<file path="src/rtl/pio_edge_in.sv">
// pio_edge_in: Avalon-MM input PIO with a 2-flop pin synchronizer, per-bit sticky edge capture and a level irq.
// Build option PIO_IN_IRQ_EN: when defined, IRQMASK and irq are present; otherwise IRQMASK reads 0 and irq is tied low.
module pio_edge_in #(
    parameter int               WIDTH     = 2,
    parameter int               EDGE_TYPE = 0,
    parameter logic [WIDTH-1:0] RESET_VAL = '0
) (
    input  logic             clk,
    input  logic             reset_n,
    input  logic [1:0]       address,
    input  logic             chipselect,
    input  logic             write_n,
    input  logic [WIDTH-1:0] writedata,
    input  logic [WIDTH-1:0] in_port,
    output logic [WIDTH-1:0] readdata,
    output logic             irq
);

    // Bus: read = chipselect & write_n, write = chipselect & ~write_n; never stalls,
    // readdata is loaded on the edge that ends the read cycle and held otherwise.
    logic rd_en;
    logic wr_en;
    assign rd_en = chipselect & write_n;
    assign wr_en = chipselect & ~write_n;

    logic [WIDTH-1:0] sync1;
    logic [WIDTH-1:0] sync2;
    logic [WIDTH-1:0] prev;
    logic [WIDTH-1:0] rise;
    logic [WIDTH-1:0] fall;
    logic [WIDTH-1:0] edge_hit;
    logic [WIDTH-1:0] edge_cap;
    logic [WIDTH-1:0] cap_clr;
    logic [WIDTH-1:0] irq_mask;
    logic [WIDTH-1:0] rd_mux;

    always_ff @(posedge clk or negedge reset_n) begin
        if (!reset_n) begin
            sync1 <= RESET_VAL;
            sync2 <= RESET_VAL;
            prev  <= RESET_VAL;
        end else begin
            sync1 <= in_port;
            sync2 <= sync1;
            prev  <= sync2;
        end
    end

    assign rise     = sync2 & ~prev;
    assign fall     = ~sync2 & prev;
    assign edge_hit = (EDGE_TYPE == 0) ? rise :
                      (EDGE_TYPE == 1) ? fall : (rise | fall);

    assign cap_clr = (wr_en && address == 2'd3) ? writedata : '0;

    // A new edge is OR-ed in after the W1C mask so a coincident clear never drops it.
    always_ff @(posedge clk or negedge reset_n) begin
        if (!reset_n) begin
            edge_cap <= '0;
        end else begin
            edge_cap <= (edge_cap & ~cap_clr) | edge_hit;
        end
    end

`ifdef PIO_IN_IRQ_EN
    always_ff @(posedge clk or negedge reset_n) begin
        if (!reset_n) begin
            irq_mask <= '0;
        end else if (wr_en && address == 2'd2) begin
            irq_mask <= writedata;
        end
    end

    always_ff @(posedge clk or negedge reset_n) begin
        if (!reset_n) begin
            irq <= 1'b0;
        end else begin
            irq <= |(edge_cap & irq_mask);
        end
    end
`else
    assign irq_mask = '0;
    assign irq      = 1'b0;
`endif

    always_comb begin
        rd_mux = '0;
        case (address)
            2'd0:    rd_mux = sync2;
            2'd2:    rd_mux = irq_mask;
            2'd3:    rd_mux = edge_cap;
            default: rd_mux = '0;
        endcase
    end

    always_ff @(posedge clk or negedge reset_n) begin
        if (!reset_n) begin
            readdata <= '0;
        end else if (rd_en) begin
            readdata <= rd_mux;
        end
    end

endmodule

</file>
<file path="config.mk">
export PLATFORM = sky130hd
export DESIGN_NAME = pio_edge_in
export DESIGN_NICKNAME = d
export VERILOG_FILES = /design/src/rtl/pio_edge_in.sv
export SDC_FILE = /design/constraint.sdc
export NUM_CORES = 1
export LEC_CHECK = 0
export CAP_MARGIN = 20
export CORE_AREA = 2 2 39 41
export DETAILED_ROUTE_END_ITERATION = 12
export DIE_AREA = 0 0 41 43
export GPL_TIMING_DRIVEN = 0
export PLACE_DENSITY = 0.66
export SLEW_MARGIN = 20
export SYNTH_ARGS = -nofsm -noshare
export SYNTH_HDL_FRONTEND = slang
export SYNTH_SLANG_ARGS = --single-unit
</file>
<file path="constraint.sdc">
create_clock -name clk -period 0.9 [get_ports clk]
set_input_delay 0.27 -clock clk [delete_from_list [all_inputs] [get_ports clk]]
set_output_delay 0.27 -clock clk [all_outputs]
set_load 0.05 [all_outputs]
</file>
# Word-level counts from Yosys, hierarchy flattened
# Cells that the tools add are included.
# W data, S select, Z words.
[classes] n_addsub=0 multipliers=0 div=0 order_cmp=0 n_eq_ne=1 shift=0 muxes=2 n_bitwise=8 n_reduce_logical=2
[op_table] op="$and A2 B2 Y2" count=2
[op_table] op="$not A2 Y2" count=2
[op_table] op="$pmux W2 S2" count=1
[op_table] op="$and A1 B1 Y1" count=2
[op_table] op="$eq A2 B2 Y1 const B" count=1
[op_table] op="$logic_not A2 Y1" count=1
[op_table] op="$mux W2" count=1
[op_table] op="$or A2 B2 Y2" count=1
[op_table] op="$logic_and A1 B1 Y1" count=1
[op_table] op="$not A1 Y1" count=1
[totals] regBits=10 latchBits=0 ramBits=0 romBits=0 in_bits=10 output_inout_bits=3 word_cells=18 memories=0

# Logic depth before layout (Yosys ltp)
# Gate-level depths: netlist (run 1).
[logic_depth] depth_word=7 ltp_mapped=4 depth_no_buf=4

# Worst setup path after synthesis (run 1)
# No wires, ideal clock.
[synth_path] path_type="input to register" from="in address[0]" to="reg readdata[1]" arrival_time_ns=0.841 setup_slack_ns=-0.019 cell_stages=4 n_path_buf=0 cell_sequence="inv_1 ha_1 nand3b_1 o2bb2ai_1"
[synth_via] elab_chain_cells=2
[synth_rtl] element="from (decl)" line_no="10" source="input logic [1:0] address,"
[synth_rtl] element="$eq A2 B2 Y1 / $logic_not A2 Y1 (equally long branches)" line_no="88" source="case (address)"
[synth_rtl] element="$pmux W2 S2 (*)" line_no="88"
[synth_rtl] element="to (signal assigned)" line_no="100" source="readdata <= rd_mux;"
[synth_rtl] element="to (decl)" line_no="15" source="output logic [WIDTH-1:0] readdata,"
# Every way passes the cells marked *; elsewhere a longest branch is shown, timed or not.
# A chain may end at the register's enable or synchronous reset.

# Worst setup path after layout (run 1)
[layout_path] from="reg readdata[0]" to="out readdata[0]"
# No word-level cell between the ends.

==> flow_summary.yaml, run 1 <==
pwr:
  peakVddDrop_uv: 980
  leakage_nw: 0.268
  p_per_area_mw_per_mm2: 1920
setup_path:
  cp_top_family: "flip-flops"
  criticalPathCategory: "flop to output port"
  critPathMaxStageDelay_ps: 400
  crit_path_end_kind: "output port"
  cp_max_fo: 2
  r2r_cells: 3
  crit_required_ps: 630
  path_cells: "buf_6"
  cp_slowest_cell: "dfrtp_1"
  critPathBufInv: 1
  crit_arrival_ps: 830
  path_depth: 1
  cp-start-kind: "flop"
logic_synthesis:
  ys_top_cells_by_area: "dfrtp_1 66%, ha_1 6.6%, a22o_1 4.6%"
  synthMostInstantiatedCell: "dfrtp_1"
  synth_area_um2: 380
  postSynthCellCount: 28
  ys_seq_area_share_pct: 65.8
  yosys.area.top_type: "dfrtp_1"
  syn-num-nets: 40
  synth_edf_count: 0
  synth_cell_types: 11
  synth_ff_type: "dfrtp_1"
  ys_top_cells_by_count: "10 x dfrtp_1, 4 x inv_1"
  ys_seq_elements: 10
  synth_top_area_share_pct: 65.8
  yosysWarnings: 0
  syn_avg_cell_area_um2: 13.6
  async_reset_ff_share_pct: 100
outcome:
  violations: "setup timing"
  status: "finished with violations"
layout:
  nNetsFinal: 58
  drive_above_1_share_pct: 28.9
  final_area_um2: 558
  diodes: 0
  nFillCells: 128
  areaGrowthSynthToFinish_pct: 46.7
  fin_cells: 61
sta:
  period_share_pct: 122
  min_period_ps: 1100
  setup_viol: 2
  clock_skew_ps: 0.929
  setup_ws_ps: -197
  max_clock_freq_mhz: 911
  hold_violations: 0
  maxSlewViolCount: 0
  rsz0062_at_grt: "yes"
drt:
  drt.antenna.violating_nets: 0
  initialDrtViolationCount: 0
  wire_per_inst_um: 12.4
  routed_wl_um: 755
  num_vias: 269
  drc_errors: 0
  first_pass_iters: 1
  viasPerCell: 4.41
clock_tree:
  htree_levels: 1
  clock_latency_ps: 270
  clk_pin_slew_ps: 60
  ctsHoldBuffers: 0
  cts_num_sinks: 10
  cts_tree: "yes"
  cts_buffer_depth: 2
  cts_made_buffers: 3
  cts-root-buf: "clkbuf_4"
placed_design:
  portBuffers: 11
  globalplace.congestion: 0.678
  dp.cells: 55
  placed_area_um2: 510
job:
  cap_violations: 0
floorplan:
  dieArea_mm2: 0.00176
  core_mm2: 0.00138
  rows: 14
  die_h_um: 43
  die_width_um: 41
  start_util_pct: 27.5
  io_pins: 13
global_routing:
  antenna_found_initial: 0
  track_usage_pct: 11.1
  overflow: 0
  grt_max_degree: 11
  grt_pass1_vias: 280
  grt_pass1_wl_mm: 1.19
min_path:
  hold_class: "primary input to asynchronous set/reset pin"
## sequential cells by signal, indices dropped and copies added (netlist names)
register / flops
readdata: 2
sync2: 2
prev: 2
edge_cap: 2
sync1: 2
## timing repair
item	4_1_cts	5_1_grt
pin swaps	3	0
setup buffers	1	1
setup endpoints to repair	6	3
resized for setup	25	0
## routing by layer
layer	vias to the layer above	part of all wire (%)	wire, µm	GRT usage (%)
li1	128	-	-	-
met1	126	36	271	10.5
met2	10	52	389	16.6
met3	5	9.8	74	8.38
met4	0	2.6	20	6.00
met5	-	0	0	0
## through the flow
| stage | worst slack, ps | TNS (ps) | util, % | power (mW) | hold WS [ps] |
|---|---|---|---|---|---|
| global placement | -560 | -3140 | 36.9 | 0.653 | 332 |
| detailed placement | -631 | -3580 | 36.9 | 0.659 | 343 |
| finish | -197 | -391 | 40.3 | 1.07 | 306 |
| floorplan | 6.33 | 0 | - | 0.576 | -25.6 |
| global route | -221 | -461 | 40.3 | 1.11 | 344 |
| CTS | -205 | -402 | 39.8 | 1.08 | 314 |
## worst paths after layout
| kind | from | end | slack, ps |
|---|---|---|---|
| min | reset_n | sync2[0]$_DFF_PN0_ | 310 |
| min reg2reg | sync1[0]$_DFF_PN0_ | sync2[0]$_DFF_PN0_ | 360 |
| max | readdata[0]$_DFFE_PN0P_ | readdata[0] | -200 |
| max reg2reg | readdata[0]$_DFFE_PN0P_ | readdata[0]$_DFFE_PN0P_ | 20 |
| max in group asynchronous | reset_n | edge_cap[1]$_DFF_PN0_ | 290 |
| min in group clk | sync1[0]$_DFF_PN0_ | sync2[0]$_DFF_PN0_ | 360 |
## area by class of cell
class                      instances  area, µm²  share of cell area [%]
timing repair buffer              13        115                    20.6
sequential                        10        250                    44.8
buffer                             1       7.51                    1.35
clock buffer                       4       36.3                    6.50
inverter                           4       15.0                    2.69
tap                               16       20.0                    3.59
multi-input combinational         13        114                    20.4
## logic make-up after synthesis
| group | count (synthesis) | share of synthesized area [%] |
|---|---|---|
| other | 1 | 0.986 |
| and+or+nand+nor | 4 | 7.57 |
| adders and majority gates | 2 | 6.58 |
| buffers and inverters | 5 | 5.92 |
| AOI/OAI and AO/OA | 6 | 13.2 |
| DFF | 10 | 65.8 |
## power breakdown
| group | internal (mW) | switching, mW |
|---|---|---|
| Combinational | 0.0826 | 0.0876 |
| Sequential | 0.478 | 0.0170 |
| Clock | 0.246 | 0.160 |
## cells in the final DEF, fill, tap and decap left out, drive strengths merged, types with 2 or more instances in the layout
| cell | instances |
|---|---|
| dlygate4sd2 | 2 |
| ha | 2 |
| clkdlybuf4s50 | 5 |
| clkbuf | 4 |
| buf | 7 |
| a22oi | 2 |
| nand4b | 2 |
| dfrtp | 10 |
| a22o | 2 |
| o2bb2ai | 2 |
| inv | 4 |
Power figures use the tool's default switching activity.
==> run 2, diff against run 1 <==
- CORE_AREA: 2 2 39 41 -> 3 3 40 42
- DIE_AREA: 0 0 41 43 -> 0 0 43 45
==> flow_summary.yaml, run 2 (synthesis results as in run 1) <==
floorplan:
  start_util_pct: 29.6
  rows: 13
  die_h_um: 45
  io_pins: 13
  dieArea_mm2: 0.00194
  core_mm2: 0.00128
  die_width_um: 43
layout:
  diodes: 0
  nNetsFinal: 57
  final_common_cell: "dfrtp_1"
  drive_above_1_share_pct: 27.3
  areaGrowthSynthToFinish_pct: 44.4
  multi_input_area_um2: 114
  layout_common_cells: "10 x dfrtp_1, 5 x clkdlybuf4s50_1, 3 x inv_1, 3 x clkbuf_4"
  final_area_um2: 549
  nFillCells: 132
  regArea_um2: 250
clock_tree:
  cts-root-buf: "clkbuf_4"
  cts_buffer_depth: 2
  clock_latency_ps: 260
  clk_pin_slew_ps: 60
  htree_levels: 1
  cts_tree: "yes"
  cts_made_buffers: 3
  cts_num_sinks: 10
global_routing:
  antenna_found_initial: 0
  track_usage_pct: 8.45
  overflow: 0
  grt_max_degree: 11
  grt_pass1_wl_mm: 1.14
  grt_pass1_vias: 280
pwr:
  switching_share_pct: 23.9
  p_per_area_mw_per_mm2: 1910
  p_int_mw: 0.800
  pwr-share-comb_pct: 15.2
  switchingPower_mw: 0.251
  total_power_mw: 1.05
  p_clk_share_pct: 37.8
  p_seq_share_pct: 47.0
  leakage_nw: 0.262
  peakVddDrop_uv: 1140
sta:
  hold_violations: 0
  worst_hold_slack_ps: 312
  setup_viol: 2
  tns_ps: -366
  setup_ws_ps: -183
  rsz0062_at_grt: "yes"
  maxSlewViolCount: 0
  period_share_pct: 120
  min_period_ps: 1080
  max_clock_freq_mhz: 923
  clock_skew_ps: 1.92
outcome:
  status: "finished with violations"
  violations: "setup timing"
placed_design:
  dpl.hpwl_um: 483
  placed_area_um2: 509
  portBuffers: 11
  globalplace.congestion: 0.654
min_path:
  hold_class: "primary input to asynchronous set/reset pin"
setup_path:
  cp-start-kind: "flop"
  cp_slowest_cell: "dfrtp_1"
  cp_top_family: "flip-flops"
  crit_required_ps: 630
  criticalPathCategory: "flop to output port"
  startpoint: "readdata[0]$_DFFE_PN0P_"
  crit_path_end_kind: "output port"
  reg2reg_from: "sync2[0]$_DFF_PN0_"
  critPathBufInv: 1
  critPathMaxStageDelay_ps: 390
  path_cells: "buf_6"
  cp_max_fo: 2
  crit_arrival_ps: 810
  rrSetupSlack_ps: 90
drt:
  viasPerCell: 4.46
  first_pass_iters: 2
  drt.antenna.violating_nets: 0
  num_vias: 263
  drc_errors: 0
  routed_wl_um: 635
  wire_per_inst_um: 10.8
  initialDrtViolationCount: 1
job:
  cap_violations: 0
run 2: changes by cell type in the layout (fill, tap and decap cells not counted), sizes merged:
| cell | previous run | this run |
|---|---|---|
| clkbuf | 4 | 5 |
| buf | 7 | 5 |
run 2: path summary, 6_finish.rpt:
| path | to | cells past startpoint |
|---|---|---|
| worst min-delay path | sync1[1]$_DFF_PN0_ | 1 |
| worst max-delay path | readdata[0] | 1 |
| worst min register to register | sync2[0]$_DFF_PN0_ | 0 |
| min in group clk | sync2[0]$_DFF_PN0_ | 0 |
| worst max register to register | readdata[0]$_DFFE_PN0P_ | 2 |
| max in group asynchronous | prev[0]$_DFF_PN0_ | 1 |
run 2: repair_timing:
| item | 4_1_cts | 5_1_grt |
|---|---|---|
| buffers inserted | 0 | 1 |
| gates cloned | 0 | 0 |
| setup endpoints to repair | 6 | 4 |
| pin swaps | 1 | 1 |
| hold buffers | 0 | 0 |
| gates resized for setup | 22 | 2 |
run 2: stage by stage:
stage          instances  setup slack [ps]  utilization (%)
3_3_place_gp          54              -559             39.6
4_1_cts               58              -194             42.1
2_1_floorplan         28              6.33                -
6_report              59              -183             42.7
3_5_place_dp          54              -563             39.6
5_1_grt               59              -225             42.7
run 2: power groups by stage:
| stage | sequential, mW | combinational, mW | clock, mW |
|---|---|---|---|
| floorplan | 0.531 | 0.0453 | 0 |
| global placement | 0.500 | 0.154 | 0 |
| detailed placement | 0.501 | 0.155 | 0 |
| CTS | 0.495 | 0.152 | 0.414 |
| global route | 0.498 | 0.174 | 0.449 |
| finish | 0.494 | 0.160 | 0.397 |
run 2: area by class of cell:
cell class | count | area share (%)
tap | 15 | 3.42
multi-input combinational | 13 | 20.7
inverter | 4 | 2.73
clock buffer | 4 | 6.61
buffer | 1 | 1.37
timing repair buffer | 12 | 19.6
sequential | 10 | 45.6
run 2: metal layers:
| metal | vias to the layer above | global-route usage [%] | part of all wire [%] |
|---|---|---|---|
| met5 | - | 0 | 0 |
| met4 | 0 | 3.61 | 0 |
| met3 | 0 | 5.98 | 11 |
| met2 | 11 | 11.7 | 47 |
| met1 | 124 | 10.1 | 42 |
| li1 | 128 | - | - |
==> run 3, diff against run 2 <==
- REMOVE_ABC_BUFFERS: default -> 1
==> flow_summary.yaml, run 3 (synthesis results as in run 1) <==
outcome:
  status: "finished with violations"
  violations: "setup timing"
layout:
  nNetsFinal: 57
  final_area_um2: 562
  areaGrowthSynthToFinish_pct: 47.7
  final_common_cell: "dfrtp_1"
  drive_above_1_share_pct: 27.3
  layout_common_cells: "10 x dfrtp_1, 5 x clkdlybuf4s50_1, 4 x inv_1, 3 x clkbuf_4, 3 x buf_6"
  diodes: 0
setup_path:
  rrSetupSlack_ps: 50
  crit_arrival_ps: 810
  r2r_cells: 2
  critPathMaxStageDelay_ps: 390
  cp_max_fo: 2
  cp_slowest_cell: "dfrtp_1"
  reg2reg_from: "edge_cap[1]$_DFF_PN0_"
  criticalPathCategory: "flop to output port"
  crit_path_end_kind: "output port"
  path_cells: "buf_6"
  cp_top_family: "flip-flops"
  critPathBufInv: 1
  timing.rr.end: "readdata[1]$_DFFE_PN0P_"
  cp-start-kind: "flop"
  crit_required_ps: 630
sta:
  hold_violations: 0
  min_period_ps: 1080
  setup_ws_ps: -180
  period_share_pct: 120
  max_clock_freq_mhz: 926
  maxSlewViolCount: 0
  clock_skew_ps: 5.78
  rsz0062_at_grt: "yes"
  setup_viol: 2
floorplan:
  core_mm2: 0.00128
  rows: 13
  die_width_um: 43
  die_h_um: 45
  io_pins: 13
  dieArea_mm2: 0.00194
  start_util_pct: 29.6
placed_design:
  placed_area_um2: 502
  portBuffers: 11
  dpl.hpwl_um: 518
  globalplace.congestion: 0.650
drt:
  wire_per_inst_um: 13.1
  initialDrtViolationCount: 5
  num_vias: 274
  drt.antenna.violating_nets: 0
  viasPerCell: 4.64
  drc_errors: 0
  routed_wl_um: 771
  first_pass_iters: 2
global_routing:
  antenna_found_initial: 0
  overflow: 0
  track_usage_pct: 9.27
  grt_max_degree: 11
  grt_pass1_wl_mm: 1.19
  grt_pass1_vias: 274
clock_tree:
  cts_tree: "yes"
  clk_pin_slew_ps: 70
  cts_num_sinks: 10
  htree_levels: 1
  cts_made_buffers: 3
  cts-root-buf: "clkbuf_4"
  clock_latency_ps: 270
  cts_buffer_depth: 2
job:
  cap_violations: 0
min_path:
  hold_class: "primary input to asynchronous set/reset pin"
pwr:
  leakage_nw: 0.267
  p_per_area_mw_per_mm2: 1900
  peakVddDrop_uv: 1390
  total_power_mw: 1.07
==> run 3: report_power, final <==
| group | leakage, nW | internal, mW | switching [mW] |
|---|---|---|---|
| clock network | 0.0210 | 0.245 | 0.153 |
| registers | 0.115 | 0.478 | 0.0163 |
| logic | 0.130 | 0.0845 | 0.0909 |
| total | 0.267 | 0.808 | 0.260 |
==> run 3: worst max-delay path by stage <==
stage	from	to	slack, ps	cells past startpoint
6_report	readdata[1]$_DFFE_PN0P_	readdata[1]	-180	1
3_3_place_gp	address[0]	readdata[1]$_DFFE_PN0P_	-580	5
3_5_place_dp	address[0]	readdata[0]$_DFFE_PN0P_	-610	5
5_1_grt	readdata[0]$_DFFE_PN0P_	readdata[0]	-220	1
4_1_cts	readdata[0]$_DFFE_PN0P_	readdata[0]	-190	1
2_1_floorplan	address[0]	readdata[1]$_DFFE_PN0P_	-20	4
==> run 3: metal layers <==
layer  global-route usage, %  up-vias  wire length, µm  part of all wire [%]
met1                    8.50      135              273                    35
met5                       0        -                0                     0
met3                    7.97        0               73                   9.5
met4                    1.81        0                0                     0
met2                    15.9       11              424                    55
li1                        -      128                -                     -
==> run 3: layout make-up <==
type                       instances  area [µm²]
multi-input combinational         13         120
clock buffer                       4        36.3
tap                               15        18.8
inverter                           4        15.0
fill                             132         723
timing repair buffer              13         121
sequential                        10         250
==> run 3: what timing repair did <==
action	CTS	global route
setup endpoints to repair	6	4
pin swaps	2	1
setup buffers	1	1
resized for setup	24	3
cloned	0	0
endpoints found under the hold margin	0	0
hold buffers	0	0
==> run 3: per-stage QoR <==
step | utilization, % | hold slack [ps] | setup TNS, ps | worst slack, ps | cells
2_1_floorplan | - | -25.6 | -37.1 | -18.6 | 27
3_3_place_gp | 39.0 | 333 | -3160 | -577 | 53
3_5_place_dp | 39.0 | 338 | -3560 | -609 | 53
4_1_cts | 42.6 | 317 | -383 | -195 | 58
5_1_grt | 43.7 | 330 | -429 | -217 | 59
6_report | 43.7 | 312 | -359 | -180 | 59
